[config.mk]
export PLATFORM = sky130hd
export DESIGN_NAME = bit_serializer
export DESIGN_NICKNAME = d
export VERILOG_FILES = /design/src/rtl/bit_serializer_pkg.sv /design/src/rtl/bit_serializer.sv
export SDC_FILE = /design/constraint.sdc
export NUM_CORES = 1
export LEC_CHECK = 0
export CORE_MARGIN = 2
export CORE_UTILIZATION = 49
export CTS_BUF_LIST = sky130_fd_sc_hd__clkbuf_16
export DETAILED_ROUTE_END_ITERATION = 12
export PLACE_DENSITY = 0.8
export SLEW_MARGIN = 0
export SYNTH_ARGS = -nofsm -noshare
export SYNTH_HDL_FRONTEND = slang
export SYNTH_SLANG_ARGS = --single-unit
[constraint.sdc]
create_clock -name clk -period 4.17 [get_ports clk]
set_clock_uncertainty 0.2 [all_clocks]
set_input_delay 0.834 -clock clk [delete_from_list [all_inputs] [get_ports clk]]
set_output_delay 0.834 -clock clk [all_outputs]
set_load 0.1 [all_outputs]
[src/rtl/bit_serializer_pkg.sv]
// bit_serializer_pkg: state type and default word width shared by the serializer.
package bit_serializer_pkg;
   typedef enum logic {SER_IDLE, SER_SHIFT} ser_state_t;
   localparam int SER_W_DEFAULT = 8;
endpackage

[src/rtl/bit_serializer.sv]
// bit_serializer: accepts W-bit words on valid/ready and emits one bit per clock.
// Define BIT_SERIALIZER_GAPLESS_EN to accept the next word on the last bit, removing the idle gap.
module bit_serializer
   import bit_serializer_pkg::*;
#(
   parameter int W         = SER_W_DEFAULT,
   parameter bit MSB_FIRST = 1'b1
) (
   input  logic         clk,
   input  logic         rst,
   input  logic [W-1:0] din,
   input  logic         din_valid,
   output logic         din_ready,
   output logic         bit_out,
   output logic         bit_valid,
   output logic         word_done,
   output logic         busy
);
   localparam int CW = $clog2(W);
   localparam logic [CW-1:0] LAST = CW'(W - 1);
   ser_state_t   state;
   logic [W-1:0] sr;
   logic [CW-1:0] cnt;
   logic         last;
   logic         accept;
   assign last = (state == SER_SHIFT) && (cnt == LAST);
`ifdef BIT_SERIALIZER_GAPLESS_EN
   assign din_ready = !rst && ((state == SER_IDLE) || last);
`else
   assign din_ready = !rst && (state == SER_IDLE);
`endif
   assign accept = din_valid && din_ready;
   assign busy   = (state == SER_SHIFT);
   // sr holds the untransmitted tail; bit_out always shows the bit at the leading end
   always_ff @(posedge clk) begin
      if (rst) begin
         state     <= SER_IDLE;
         sr        <= '0;
         cnt       <= '0;
         bit_out   <= 1'b0;
         bit_valid <= 1'b0;
         word_done <= 1'b0;
      end else if (accept) begin
         state     <= SER_SHIFT;
         sr        <= din;
         cnt       <= '0;
         bit_out   <= MSB_FIRST ? din[W-1] : din[0];
         bit_valid <= 1'b1;
         word_done <= 1'b0;
      end else if (last) begin
         state     <= SER_IDLE;
         bit_out   <= 1'b0;
         bit_valid <= 1'b0;
         word_done <= 1'b0;
      end else if (state == SER_SHIFT) begin
         sr        <= MSB_FIRST ? (sr << 1) : (sr >> 1);
         cnt       <= cnt + 1'b1;
         bit_out   <= MSB_FIRST ? sr[W-2] : sr[1];
         word_done <= (cnt == LAST - 1'b1);
      end
   end
endmodule

==> impl_metrics.env <==
export IMPL_grt_pass1_vias=434
export IMPL_power_leakage_nw=0.360
export IMPL_place_ws_ps=1280
export IMPL_p_per_area_nw_per_um2=439
export IMPL_final_cell_area_um2=861
export IMPL_insertion_delay_ps=240
export IMPL_worst_endpoint_required_ps=3140
export IMPL_fmax_mhz=324
export IMPL_antenna_cells=0
export IMPL_first_pass_iters=3
export IMPL_final_common_cell="clkdlybuf4s50_1"
export IMPL_synth_main_ff_cell="dfxtp_1"
export IMPL_worst_path_max_delay_cell="clkdlybuf4s50_1"
export IMPL_cts_max_level=1
export IMPL_drive_above_1_share_pct=11.0
export IMPL_die_y_um=40.2
export IMPL_tightest_slew_ps=962
export IMPL_r2r_slack_ps=2150
export IMPL_synth_fp_nets=82
export IMPL_synth_edf_count=0
export IMPL_synth_area_um2=643
export IMPL_rsz0062_at_grt="false"
export IMPL_drc=0
export IMPL_ctsLongestPathBuffers=2
export IMPL_criticalPathCategory="register to output port"
export IMPL_drtIter0Drc=10
export IMPL_row_count=13
export IMPL_whs_ps=293
export IMPL_wl_per_cell_um=12.8
export IMPL_netlist_instances=68
export IMPL_viasPerCell=5.29
export IMPL_start_util_pct=50.7
export IMPL_postPlaceCellArea_um2=781
export IMPL_final_cell_mix="clkdlybuf4s50_1, dfxtp_1, nor2_1"
export IMPL_ys_seq_area_share_pct=40.5
export IMPL_outcome="complete, no violations"
export IMPL_worstPathMaxFanout=15
export IMPL_routed_wl_um=1240
export IMPL_fillers=100
export IMPL_path_delay_family="buffers and inverters"
export IMPL_ant_nets=0
export IMPL_ctsResizeCount=0
export IMPL_post_cts_setup_buffer_count=0
export IMPL_ys_seq_elements=13
export IMPL_slew_violations=0
export IMPL_period_share_pct=74.0
export IMPL_ys_warn_count=0
export IMPL_io_buffers=15
export IMPL_tns_ps=0
export IMPL_nNetsFinal=97
export IMPL_dr_total_vias=513
export IMPL_ios=16
export IMPL_crit_buf_inv=1
export IMPL_finalCoreUtilization_pct=67.9
export IMPL_cts_made_buffers=3
export IMPL_fin_ws_ps=1080
export IMPL_cpPeakStageDelay_ps=1220
export IMPL_area_growth_syn_to_layout_pct=33.9
export IMPL_max_slew_margin_rel_pct=35.6
export IMPL_hp_class="register to register"
export IMPL_grt_use_total_pct=19.5
export IMPL_grt_ovfl_total=0
export IMPL_final_hold_viol_count=0
export IMPL_ys_async_sr_fraction_pct=0
export IMPL_place_hpwl_um=890
export IMPL_cts_tree="yes"
export IMPL_start_kind="register"
export IMPL_avgSynthCellArea_um2=9.46
export IMPL_setup_viol=0
export IMPL_crit_arrival_ps=2050
export IMPL_crit_chain="clkdlybuf4s50_1"
export IMPL_ir_drop_uv=396
export IMPL_path_clk_slew_ps=50
export IMPL_clkSinkCount=13
export IMPL_ctsRootBufferMaster="clkbuf_16"
export IMPL_grt_pass1_wl_um=1970
export IMPL_die_w_um=40.2
export IMPL_grt_start_max_net_pins=16
export IMPL_fin_crit_ps=3090
export IMPL_ys_types=24
export IMPL_maxCapViolCount=0
export IMPL_crit_path_end_kind="output port"
export IMPL_antenna_found_initial=0
export IMPL_die_area_um2=1620
export IMPL_hold_buffers=0
export IMPL_core_region_area_um2=1270
export IMPL_place_gp_congestion=0.663
flip-flops by register name (all words and copies together) (netlist names):
| register | flops |
|---|---|
| sr | 7 |
| bit_out | 1 |
| cnt | 3 |
| busy | 1 |
| word_done | 1 |
report_power, final:
part / switching, mW / internal [mW] / leakage, nW
Combinational: 0.0375 / 0.0241 / 0.213
Sequential: 0.00629 / 0.132 / 0.106
Clock: 0.0510 / 0.127 / 0.0409
Total: 0.0949 / 0.283 / 0.360
worst register-to-register path: cells and delay by family, from the launching register on:
kind | cells | cell delay (ps)
AO/OA/AOI/OAI | 1 | 280
multiplexers | 1 | 170
AND/OR/NAND/NOR | 1 | 430
adder cells (fa/ha/maj) | 2 | 450
flip-flops | 1 | 380
synthesized netlist by cell type (2+ instances only):
cell      number  area share [%]
a21oi_1        5             3.9
a211oi_1       4             4.7
buf_2          2             1.6
nor2_1        10             5.8
nand3_1        3             2.3
nor3b_1        2             2.3
clkbuf_1       2             1.2
ha_1           3             5.8
mux2i_1        7              11
nand2b_1       3             2.9
a211oi_2       2             3.9
dfxtp_1       13              40
area by class of cell:
class / count / area [µm²] / area share, %
clock buffers: 3 / 75.1 / 8.72
clock inverters: 1 / 5.00 / 0.581
inverters: 1 / 3.75 / 0.436
multi-input cells: 48 / 343 / 39.8
flip-flops and latches: 13 / 260 / 30.2
well taps: 15 / 18.8 / 2.18
repair buffers: 16 / 155 / 18.0
path summary, 6_finish.rpt:
path              depth (start not counted)     to    from
setup / recovery                          1   busy    busy
hold / removal                            2  sr[0]   sr[0]
setup reg to reg                          5  sr[3]  cnt[0]
hold reg to reg                           2  sr[0]   sr[0]
stage by stage:
stage	instances	power (mW)
final	97	0.378
after global routing	97	0.394
after CTS	97	0.381
after detailed placement	93	0.202
after global placement	93	0.200
after floorplan	68	0.184
metal layers:
metal | up-vias | track usage, % | part of all wire [%]
met2 | 12 | 29.8 | 49
met3 | 2 | 8.33 | 4.3
met4 | 0 | 7.50 | 1.1
met1 | 230 | 24.0 | 46
li1 | 269 | - | -
met5 | - | 0 | 0
cell families after synthesis:
logic type      count (synthesis)  share of synthesized area, %
simple gates                   24                          20.4
compound gates                 13                          14.8
flops                          13                          40.5
buf+inv                         7                          6.23
mux                             7                          10.9
fa+ha+maj                       3                          5.84
xor+xnor                        1                          1.36
(Power assumes the default switching activity.)
